## config.mk

```make
export PLATFORM = sky130hd
export DESIGN_NAME = fifo_enq_arbiter
export DESIGN_NICKNAME = d
export VERILOG_FILES = /design/src/rtl/fifo_arb_pkg.sv /design/src/rtl/fifo_enq_arbiter_rr_priority_pick.sv /design/src/rtl/fifo_enq_arbiter.sv
export SDC_FILE = /design/constraint.sdc
export NUM_CORES = 1
export LEC_CHECK = 0
export ABC_AREA = 1
export CAP_MARGIN = 5
export CORE_AREA = 4 4 68 70
export DETAILED_ROUTE_END_ITERATION = 6
export DIE_AREA = 0 0 72 74
export DONT_BUFFER_PORTS = 1
export PLACE_DENSITY = 0.73
export SLEW_MARGIN = 10
export SYNTH_ARGS = -nofsm -noshare
export SYNTH_HDL_FRONTEND = slang
export SYNTH_SLANG_ARGS = --single-unit
```

## constraint.sdc

```tcl
create_clock -name clk -period 9.25 [get_ports clk]
set_input_delay 1.85 -clock clk [delete_from_list [all_inputs] [get_ports clk]]
set_output_delay 1.85 -clock clk [all_outputs]
set_load 0.02 [all_outputs]
```

## src/rtl/fifo_arb_pkg.sv

```systemverilog
// Shared types and helpers for the FIFO enqueue arbiter: FSM states, the
// round-robin pick function and default width constants.
package fifo_arb_pkg;

  localparam int MAX_REQ     = 16;
  localparam int DEF_NUM_REQ = 4;
  localparam int DEF_DEPTH   = 16;
  localparam int OWN_W       = $clog2(DEF_NUM_REQ);
  localparam int CRED_W      = $clog2(DEF_DEPTH + 1);

  typedef enum logic {IDLE, BURST} state_t;

  typedef struct packed {
    logic       found;
    logic [3:0] idx;
  } pick_t;

  // First set bit of req at or above ptr, wrapping modulo n.
  function automatic pick_t rr_pick(input logic [MAX_REQ-1:0] req,
                                    input logic [3:0] ptr, input int n);
    pick_t r;
    int    j;
    r = '0;
    for (int k = 0; k < MAX_REQ; k++) begin
      j = int'(ptr) + k;
      if (j >= n) j = j - n;
      if (k < n && !r.found && req[4'(j)]) begin
        r.found = 1'b1;
        r.idx   = 4'(j);
      end
    end
    return r;
  endfunction

endpackage

```

## src/rtl/fifo_enq_arbiter_rr_priority_pick.sv

```systemverilog
// Combinational rotate-and-find-first selector used when no burst is active.
module rr_priority_pick
  import fifo_arb_pkg::*;
#(
  parameter int NUM_REQ = 4,
  parameter int OWN_W   = 2
) (
  input  logic [NUM_REQ-1:0] req,
  input  logic [OWN_W-1:0]   ptr,
  output logic [OWN_W-1:0]   idx,
  output logic               found
);

  pick_t p;

  always_comb begin
    p     = rr_pick(MAX_REQ'(req), 4'(ptr), NUM_REQ);
    idx   = OWN_W'(p.idx);
    found = p.found;
  end

endmodule

```

## src/rtl/fifo_enq_arbiter.sv

```systemverilog
// Round-robin, burst-bounded arbiter sharing one FIFO write port among
// NUM_REQ producers, with a local credit count of free FIFO slots.
module fifo_enq_arbiter
  import fifo_arb_pkg::*;
#(
  parameter int NUM_REQ    = 4,
  parameter int DATA_WIDTH = 8,
  parameter int DEPTH      = 16,
  parameter int MAX_BURST  = 4
) (
  input  logic                          clk,
  input  logic                          rst,
  input  logic [NUM_REQ-1:0]            req,
  input  logic [NUM_REQ*DATA_WIDTH-1:0] req_data,
  output logic [NUM_REQ-1:0]            gnt,
  input  logic                          deq_done,
  output logic                          fifo_enq,
  output logic [DATA_WIDTH-1:0]         fifo_din,
  output logic [$clog2(NUM_REQ)-1:0]    owner,
  output logic [$clog2(DEPTH+1)-1:0]    credits,
  output logic                          err
);

  localparam int OW = $clog2(NUM_REQ);
  localparam int CW = $clog2(DEPTH + 1);
  localparam int BW = $clog2(MAX_BURST + 1);

  state_t          state, state_n;
  logic [OW-1:0]   rr_ptr, rr_ptr_n, owner_n, pick_idx;
  logic [BW-1:0]   beat_cnt, beat_n;
  logic [CW-1:0]   credits_n;
  logic            pick_found, can_grant, gnt_any, ret;

  function automatic logic [OW-1:0] nxt(input logic [OW-1:0] x);
    return (int'(x) == NUM_REQ - 1) ? '0 : x + 1'b1;
  endfunction

  rr_priority_pick #(.NUM_REQ(NUM_REQ), .OWN_W(OW)) u_pick (
    .req   (req),
    .ptr   (rr_ptr),
    .idx   (pick_idx),
    .found (pick_found)
  );

  assign can_grant = (credits != '0);

  always_comb begin
    state_n  = state;
    rr_ptr_n = rr_ptr;
    owner_n  = owner;
    beat_n   = beat_cnt;
    gnt      = '0;
    if (!rst) begin
      case (state)
        IDLE: if (can_grant && pick_found) begin
          gnt[pick_idx] = 1'b1;
          owner_n       = pick_idx;
          beat_n        = BW'(1);
          if (MAX_BURST == 1) rr_ptr_n = nxt(pick_idx);
          else                state_n  = BURST;
        end
        BURST: if (!req[owner]) begin
          // Owner released early: hand the scan to the next producer.
          state_n  = IDLE;
          rr_ptr_n = nxt(owner);
        end else if (can_grant) begin
          gnt[owner] = 1'b1;
          beat_n     = beat_cnt + 1'b1;
          if (int'(beat_cnt) + 1 >= MAX_BURST) begin
            state_n  = IDLE;
            rr_ptr_n = nxt(owner);
          end
        end
        default: state_n = IDLE;
      endcase
    end
  end

  assign gnt_any   = |gnt;
  assign ret       = deq_done && (credits != CW'(DEPTH));
  assign credits_n = credits - CW'(gnt_any) + CW'(ret);

  always_ff @(posedge clk or posedge rst) begin
    if (rst) begin
      state    <= IDLE;
      rr_ptr   <= '0;
      owner    <= '0;
      beat_cnt <= '0;
      credits  <= CW'(DEPTH);
      fifo_enq <= 1'b0;
      fifo_din <= '0;
      err      <= 1'b0;
    end else begin
      state    <= state_n;
      rr_ptr   <= rr_ptr_n;
      owner    <= owner_n;
      beat_cnt <= beat_n;
      credits  <= credits_n;
      fifo_enq <= gnt_any;
      if (gnt_any) fifo_din <= req_data[owner_n*DATA_WIDTH +: DATA_WIDTH];
      if (deq_done && credits == CW'(DEPTH)) err <= 1'b1;
    end
  end

  a_gnt_safe: assert property (@(posedge clk) disable iff (rst)
    $onehot0(gnt) && !(gnt_any && credits == '0));

endmodule
```

Yosys cells after proc, flatten, opt, wreduce, memory -nomap -nowiden
Cells that the tools add are included.

word-level totals
  register bits = 23
  output and inout bits = 21
  word-level logic and storage cells = 106
  input bits = 39

operators by class
  shifts and indexed selects = 1
  bitwise logic cells = 2
  muxes and demuxes = 47
  reductions and logical operators = 15
  $add $sub $neg = 12
  $lt $le $gt $ge = 13
  equal/unequal tests = 8

operators by type and width
  operator                                                             count
  greater-or-equal comparator 32 x 4 -> 1 bit (second input constant)  3
  two-way mux 4 bit                                                    8
  variable part select 32 x 6 -> 8 bit                                 1
  less-than comparator 4 x 6 -> 1 bit (second input constant)          4
  two-way mux 5 bit                                                    4
  binary-select mux 1 bit (select 4 bit)                               4
  two-way mux 1 bit                                                    15
  two-way mux 2 bit                                                    7
  subtractor 4 bit (second input constant)                             3
  two-way mux 3 bit                                                    3
  logical AND 1 bit                                                    8
  case mux 4 bit (2 select lines)                                      1
  AND reduction 4 bit                                                  2
  adder 2 x 2 -> 3 bit (second input constant)                         2
  less-than comparator 2 x 3 -> 1 bit (second input constant)          2
  inequality test 2 x 1 -> 1 bit (second input constant)               3
  case mux 3 bit (2 select lines)                                      1
  adder 5 x 1 -> 5 bit                                                 1
  equality test 5 bit (second input constant)                          1
  inequality test 5 bit (second input constant)                        1
  nonzero test 5 bit                                                   1
  subtractor 5 x 1 -> 5 bit                                            1
  adder 3 x 1 -> 4 bit (second input constant)                         1
  demux 1 bit (select 2 bit)                                           2
  14 further kinds                                                     19

Depth between registers and ports, before layout
Gate-level depths: netlist of the first run.

  depth in word-level cells = 25
  gate-level depth with buffers = 23
  gate-level depth less buffers = 23

Cells and area by module
From an unflattened synthesis of the first run, not the netlist that was laid out.

unflattened totals
  cell total of the unflattened synthesis = 329
  area, all modules = 2298.5 um2

modules (own cells, without submodules)
  module            cells an instance  times used  area an instance (um2)
  fifo_enq_arbiter  265                1           1918.1
  rr_priority_pick  64                 1           380.4

Worst setup path before layout of the first run
Ideal clock, no wire load.

  kind = input to output
  start = input req[3]
  end = output gnt[3]
  path slack = 4515 ps
  stages = 11
  arrival time = 2885 ps
  required time = 7400 ps
  path through = inv_1 -> nand2_1 -> nand2_1 -> nand2_1 -> nand2_1 -> nand3_2 -> nor3_2 -> nor2_2 -> nor2_1 -> nand2_1 -> nand2_2

on the way
  longest elaborated chain between the ends = 20

ends and longest elaborated chain
  element                                                                                                                  RTL line                RTL
  start, declared                                                                                                          fifo_enq_arbiter.sv:13  input logic [NUM_REQ-1:0] req,
  binary-select mux 1 bit (select 4 bit)                                                                                   fifo_arb_pkg.sv:27      if (k < n && !r.found && req[4'(j)]) begin
  two-way mux 1 bit (implied by the code) (2 in series)                                                                    fifo_arb_pkg.sv:27
  two-way mux 5 bit                                                                                                        fifo_arb_pkg.sv:27
  logical NOT 1 bit                                                                                                        fifo_arb_pkg.sv:27
  logical AND 1 bit                                                                                                        fifo_arb_pkg.sv:27
  two-way mux 5 bit                                                                                                        fifo_arb_pkg.sv:27
  logical NOT 1 bit                                                                                                        fifo_arb_pkg.sv:27
  logical AND 1 bit                                                                                                        fifo_arb_pkg.sv:27
  (+3 left out)                                                                                                            -
  two-way mux 5 bit                                                                                                        fifo_arb_pkg.sv:27
  less-than comparator 2 x 3 -> 1 bit (implied by the code) or greater-or-equal comparator 2 x 1 -> 1 bit (tied branches)  fifo_enq_arbiter.sv:56  gnt[pick_idx] = 1'b1;
  logical AND 1 bit (implied by the code)                                                                                  fifo_enq_arbiter.sv:56
  two-way mux 1 bit (implied by the code)                                                                                  fifo_enq_arbiter.sv:56
  demux 1 bit (select 2 bit)                                                                                               fifo_enq_arbiter.sv:56
  two-way mux 4 bit                                                                                                        fifo_enq_arbiter.sv:55  IDLE: if (can_grant && pick_found) begin
  case mux 4 bit (2 select lines) *                                                                                        fifo_enq_arbiter.sv:54  case (state)
  two-way mux 4 bit *                                                                                                      fifo_enq_arbiter.sv:53  if (!rst) begin
  end, declared                                                                                                            fifo_enq_arbiter.sv:15  output logic [NUM_REQ-1:0] gnt,

Mark *: on every way between the ends. The rest lies on a longest branch, timed or not. The select of a mux whose other input is x is not followed.

Final worst setup path of the first run
  start = input req[3]
  end = output gnt[1]

The elaborated chain is that of the path after synthesis.

==> results of run 1 <==
metal layers:
| metal | wire length [µm] | vias up |
|---|---|---|
| li1 | - | 954 |
| met1 | 2030 | 852 |
| met2 | 2360 | 53 |
| met3 | 354 | 5 |
| met4 | 53 | 0 |
| met5 | 0 | - |
worst min-delay path by stage:
stage	slack (ns)	depth (start not counted)	start	end
2_1_floorplan	0.50	2	beat_cnt[1]	beat_cnt[1]
3_3_place_gp	0.53	1	beat_cnt[0]	beat_cnt[0]
3_5_place_dp	0.54	1	beat_cnt[0]	beat_cnt[0]
4_1_cts	0.55	1	beat_cnt[0]	beat_cnt[0]
5_1_grt	0.58	1	beat_cnt[0]	beat_cnt[0]
6_report	0.55	1	beat_cnt[0]	beat_cnt[0]
cells by family after synthesis:
logic type,count (synthesis)
AOI/OAI and AO/OA,16
xor gates and xnor gates,5
adders and majority gates,16
buffers and inverters,66
DFF,23
and+or+nand+nor,180
state kept, by name, indices dropped and copies added, names as in the netlist:
name      cells
err           1
owner         2
credits       5
rr_ptr        2
fifo_din      8
fifo_enq      1
state         1
beat_cnt      3
synth_stat cells, types with 2 or more instances:
cell type / n
nand2_1: 84
inv_1: 59
nand3_1: 54
dfrtp_1: 22
ha_1: 15
nor2_1: 13
nand2_2: 7
o21ai_0: 6
nand2_4: 5
nand3_2: 5
xor2_1: 5
a21oi_1: 4
inv_2: 3
nand4_1: 3
nor2_2: 3
nor2_8: 2
o21ai_2: 2
final cells by class:
cell class,instances,area [µm²],area share (%)
inverters,63,239,10.9
well taps,50,62.6,2.84
flip-flops and latches,23,577,26.2
clock buffers,4,45.0,2.05
multi-input cells,217,1280,58.0
per-stage QoR:
| step | setup WS (ns) | hold WS (ns) | instance area, µm² | util (%) |
|---|---|---|---|---|
| finish | 4.34 | 0.548 | 2200 | 55.4 |
| global route | 4.18 | 0.578 | 2200 | 55.4 |
| CTS | 4.37 | 0.554 | 2200 | 55.4 |
| detailed placement | 4.38 | 0.536 | 2160 | 54.3 |
| global placement | 4.38 | 0.532 | 2160 | 54.3 |
| floorplan | 4.51 | 0.502 | 2120 | - |
power by group through the flow:
stage               clock [mW]  sequential (mW)  combinational, mW
detailed placement           0            0.262              0.707
global placement             0            0.261              0.687
global route            0.0660            0.270              0.805
finish                  0.0601            0.260              0.704
CTS                     0.0637            0.262              0.709
floorplan                    0            0.245              0.588
critical path, delay by kind of cell:
family | cells | cell delay, ns
buf+inv | 2 | 0.11
compound gates | 1 | 0.24
simple gates | 8 | 0.86
==> summary.md, run 1 <==
| Metric | Value |
|---|---|
| Status | finished clean |
| Setup Fix Bufs, Post-CTS | 0 |
| Net load switching power | 0.598 mW |
| Multiplexer share of the synthesized area | 0% |
| Syn_nets | 361 |
| Synth Register Bits | 23 |
| Syn. warnings | 0 |
| Most common cell after layout, fill and taps aside | nand2_1 |
| WL per Instance | 13.4 µm |
| R2R depth | 23 |
| GRT overflow | 0 |
| RSZ-0062 raised after global routing | no |
| Int Pwr | 0.426 mW |
| Vias in the first global route | 1,729 |
| Adder-cell share of the synthesized area | 9.81% |
| Largest family of logic cells by synthesized area | simple AND/OR/NAND/NOR gates |
| First drt pass iteration count | 4 |
| Dominant cell type by area after synthesis | dfrtp_1 |
| Worst Setup EP | gnt[1] |
| # resized after CTS | 0 |
| DRC violations left | 0 |
| Endpoint class of the critical path | primary output |
| CP Launch Type | input pin |
| Maximum clock rate | 0.204 GHz |
| Synth Instances | 306 |
| Die area | 5330 µm² |
| Antenna violations before repair | 0 |
| Final min period | 4.91 ns |
| Number of diodes | 0 |
| CTS tree | built |
| Reg-to-Reg End | credits[4] |
| Cell Area, Synth | 2120 µm² |
| Hold-fix buffers, CTS | 0 |
| Top_reg_cell synth | dfrtp_1 |
| Clk slew on worst S/H paths | 0.07 ns |
| Met1 usage in global routing | 23.5% |
| Vias | 1,864 |
| Total CTS buffers | 3 |
| Commonest non-fill, non-tap cells in the layout | 84 x nand2_1, 59 x inv_1, 54 x nand3_1 |
| Critical Path Fanout Max | 3 |
| Compound-Gate Fraction of Synth Area | 4.49% |
| Io pins | 60 |
| Max-slew headroom | 35.3% |
| Critical path startpoint | req[3] |
| CP Class | in2out |
| Post-synthesis sequential area ratio | 27.2% |
| Die Wd | 72 µm |
| Setup violations, final | 0 |
| Pin count of the biggest net entering global routing | 26 |
| Vias/cell | 5.22 |
| Share of cells above drive strength 1 | 11.7% |
| CTS max path bufs | 2 |
| Nets@finish | 363 |
| Crit-path cells | inv_1, nand2_1, nand2_1, nand2_1, nand2_1, nand3_2, inv_2, nand3_2, a21oi_1, nand2_1, nand2_2 |
| Seq pwr share | 25.4% |
| Core region area | 3970 µm² |
| Rows | 23 |
| Slowest-stage cell, CP | a21oi_1 |
| Post-synthesis xor/xnor area fraction | 2.07% |
| Final Skew | 0.00115 ns |
| Synth Area per Inst | 6.92 µm² |
| Areal power density over the cells | 465 nW/µm² |
| Htree depth | 1 |
| Chip Height | 74 µm |
| R2R Setup Slk | 5.14 ns |
| Static Leak | 1.30 nW |
| Synth Area in Simple Gates | 44.0% |
| Dpl cells | 353 |
| Final WL | 4800 µm |
| Global-route wire length before repair | 7760 µm |
| Fin cells | 357 |
| Clock tree sinks | 23 |
| DP Wirelength | 3850 µm |
| Gpl congestion | 0.870 |
| Crit path required time | 7.40 ns |
| Buffers on Ports | 0 |
| Sw Ratio | 58.4% |
| Most used routing layer | met2 |
| Met3 usage | 4.19% |
| Area growth syn-to-layout | 3.96% |
| Slew Limit Fails | 0 |
| Root Driver | clkbuf_8 |
| CP peak stage delay | 0.24 ns |
| ANT nets after route | 0 |
| IR drop worst, VDD | 0.000222 V |
| Clk_lat worst skew | 0.26 ns |
| Synth top area share | 26.0% |
| Tot GR Track Use | 18.1% |
| CP dominant cell by count | nand2_1 |
| Number of synthesized flops with an enable pin | 0 |
| Clock power frac | 5.9% |
| RR Startpoint | rr_ptr[0] |
| Comb power frac | 68.7% |
| Initial detailed-routing violation count | 113 |
| CP Data Arrival Time | 3.06 ns |
| Max-Cap Viols | 0 |
| Hold Violations, Final | 0 |
| Initial core utilization | 53.3% |
| Final period util | 53.1% |
| Filler instances | 383 |
| Grt met2 use | 30.3% |
| Share of flip-flops with an asynchronous set or reset | 100% |
| Setup TNS | 0 ns |
| Pwr Total | 1.02 mW |
| Hold crit path type | reg2reg |
| Slew @ Worst Pin | 0.970 ns |
| Netlist cell types | 31 |
| Synth area leaders | dfrtp_1 26%, nand2_1 15%, nand3_1 13% |
No activity file was read; power rests on OpenSTA's default activity.
==> inputs of run 2 (changes only) <==
- ABC_AREA: 1 -> 0
- CORE_AREA: 4 4 68 70 -> 4 4 64 66
- DIE_AREA: 0 0 72 74 -> 0 0 68 70
- PLACE_DENSITY: 0.73 -> 0.76
- clock period: 9.25 -> 4.37 ns (I/O delays scaled with it)
==> run 2 against run 1 <==
Net effect: sequential share of layout area increased by 3.9 points; worst setup slack got worse by 3.7 ns; first-iteration DRC count increased by 11%; clock skew about the same; utilization decreased by 1.9 points.
==> summary.md, run 2 <==
| Metric | Value |
|---|---|
| Status | finished clean |
| Commonest non-fill, non-tap cells in the layout | 22 x dfrtp_1, 20 x inv_1, 16 x a211oi_1 |
| Tot GR Track Use | 18.4% |
| Final WL | 4110 µm |
| Critical Path Fanout Max | 8 |
| DP Wirelength | 3290 µm |
| ANT nets after route | 0 |
| Htree depth | 1 |
| Dominant cell type by area after synthesis | dfrtp_1 |
| Critical path startpoint | rr_ptr[1] |
| Gpl congestion | 0.967 |
| RR Startpoint | rr_ptr[1] |
| Die area | 4760 µm² |
| Core region area | 3580 µm² |
| Cell Area, Synth | 1870 µm² |
| Biggest regs | fifo_din: 8 flops, credits: 5 flops, beat_cnt: 3 flops |
| Maximum clock rate | 0.266 GHz |
| RSZ-0062 raised after global routing | no |
| Netlist cell types | 53 |
| Share of flip-flops with an asynchronous set or reset | 100% |
| Synth Register Bits | 23 |
| Synth Area per Inst | 9.81 µm² |
| Synth area leaders | dfrtp_1 29%, ha_1 10%, a211oi_1 6.4% |
| Hold Violations, Final | 0 |
| Max-Cap Viols | 0 |
| Vias/cell | 6.05 |
| DRC violations left | 0 |
| Synth top cells by count | 22 x dfrtp_1, 20 x inv_1, 16 x a211oi_1 |
| Final period util | 86.1% |
| Total CTS buffers | 3 |
| Rows | 22 |
| Crit path required time | 3.50 ns |
| Initial detailed-routing violation count | 125 |
| CTS tree | built |
| Reg area | 577 µm² |
| Vias in the first global route | 1,446 |
| Static Leak | 0.815 nW |
| Io pins | 60 |
| Synth Instances | 191 |
| CP Data Arrival Time | 2.89 ns |
| Most common cell after layout, fill and taps aside | dfrtp_1 |
| Synth top area share | 29.4% |
| Final Skew | 0.00104 ns |
| # resized after CTS | 0 |
| Pin count of the biggest net entering global routing | 18 |
| Area growth syn-to-layout | 2.20% |
| CP Class | reg2out |
| Root Driver | clkbuf_4 |
| First drt pass iteration count | 4 |
| Hold-fix buffers, CTS | 0 |
| Areal power density over the cells | 841 nW/µm² |
| Setup TNS | 0 ns |
| Clk_lat worst skew | 0.31 ns |
| Post-synthesis sequential area ratio | 30.8% |
| Antenna violations before repair | 0 |
| Vias | 1,440 |
| CTS max path bufs | 2 |
| Die Wd | 68 µm |
| Setup Fix Bufs, Post-CTS | 0 |
| GRT overflow | 0 |
| Number of diodes | 0 |
| Endpoint class of the critical path | primary output |
| IR drop worst, VDD | 0.000434 V |
| Initial core utilization | 52.4% |
| Clk slew on worst S/H paths | 0.12 ns |
| Buffers on Ports | 0 |
| Global-route wire length before repair | 6890 µm |
| Max-slew headroom | 61.5% |
| Share of cells above drive strength 1 | 14.2% |
| Clock tree sinks | 23 |
| Area of the multi-input gates | 1150 µm² |
| Slew Limit Fails | 0 |
| Nets@finish | 246 |
| Slew @ Worst Pin | 0.563 ns |
| Post-layout util | 53.5% |
| Chip Height | 70 µm |
| Final min period | 3.76 ns |
| Filler instances | 327 |
| Most frequent cell after synthesis | dfrtp_1 |
| WL per Instance | 17.3 µm |
| Syn. warnings | 0 |
| CP Launch Type | flip-flop |
| Design Area, Final | 1920 µm² |
| Top_reg_cell synth | dfrtp_1 |
| Max reg flops | 8 |
| Setup violations, final | 0 |
| Syn_nets | 246 |
| Biggest register | fifo_din |
| Number of synthesized flops with an enable pin | 0 |
| Hold crit path type | in2async |
| Placed instance area | 1890 µm² |
[run 2: cell types whose count changed in the layout (fill, tap and decap cells not counted), sizes merged, moves of 4 or more]
cell,change
a211oi,+17
mux2i,+10
nand3,-58
nor2,-4
inv,-39
nand2,-83
a2111oi,+8
[run 2: logic make-up (layout without fill, tap and decap cells)]
group	count (synthesis)	count (layout)	share of synthesized area, %
xor+xnor	4	4	1.87
simple gates	49	49	14.2
mux	14	14	8.95
fa+ha+maj	16	16	11.1
compound gates	54	54	25.0
buf+inv	31	30	8.08
flops	23	23	30.8
[run 2: critical path, stage by stage (launching register included)]
cell and delay (ns):
dfrtp_1 0.49, inv_1 0.09, ha_1 0.39, or3_4 0.45
a221oi_1 0.33, or3_2 0.21, and2_1 0.15, nand2_1 0.08
o21ai_1 0.39
[run 2: area by class of cell]
class                           instances  share of cell area, %
Inverter                               24                   4.70
Clock inverter                          1                  0.261
Tap cell                               48                   3.14
Sequential cell                        23                   30.1
Multi-Input combinational cell        137                   59.8
Timing Repair Buffer                    2                  0.784
Clock buffer                            3                   1.18
[run 2: where the power goes]
part	internal, mW	total (mW)	switching, mW
clock	0.0342	0.0973	0.0631
combinational	0.398	0.974	0.575
sequential	0.330	0.541	0.211
total	0.762	1.61	0.850
[run 2: routing by layer]
metal  GRT usage [%]  wire length, µm
met3            6.91              403
met2            27.6             1830
met4            3.75               46
met5               0                0
met1            25.0             1820
[run 2: final timing paths]
kind	end	slack [ns]	cells past startpoint
min in group clk	beat_cnt[2]	0.51	1
hold reg to reg	beat_cnt[2]	0.51	1
setup / recovery	gnt[3]	0.61	8
max in group asynchronous	fifo_din[5]	3.46	2
setup reg to reg	credits[4]	0.83	16
hold / removal	beat_cnt[2]	0.38	1
[run 2: stage by stage]
| stage | instances | hold WS (ns) | setup slack (ns) | total power, mW |
|---|---|---|---|---|
| global route | 238 | 0.372 | 0.355 | 1.76 |
| global placement | 234 | 0.485 | 0.898 | 1.51 |
| detailed placement | 234 | 0.490 | 0.838 | 1.52 |
| finish | 238 | 0.384 | 0.608 | 1.61 |
| floorplan | 191 | 0.462 | 0.907 | 1.37 |
| CTS | 238 | 0.377 | 0.594 | 1.62 |
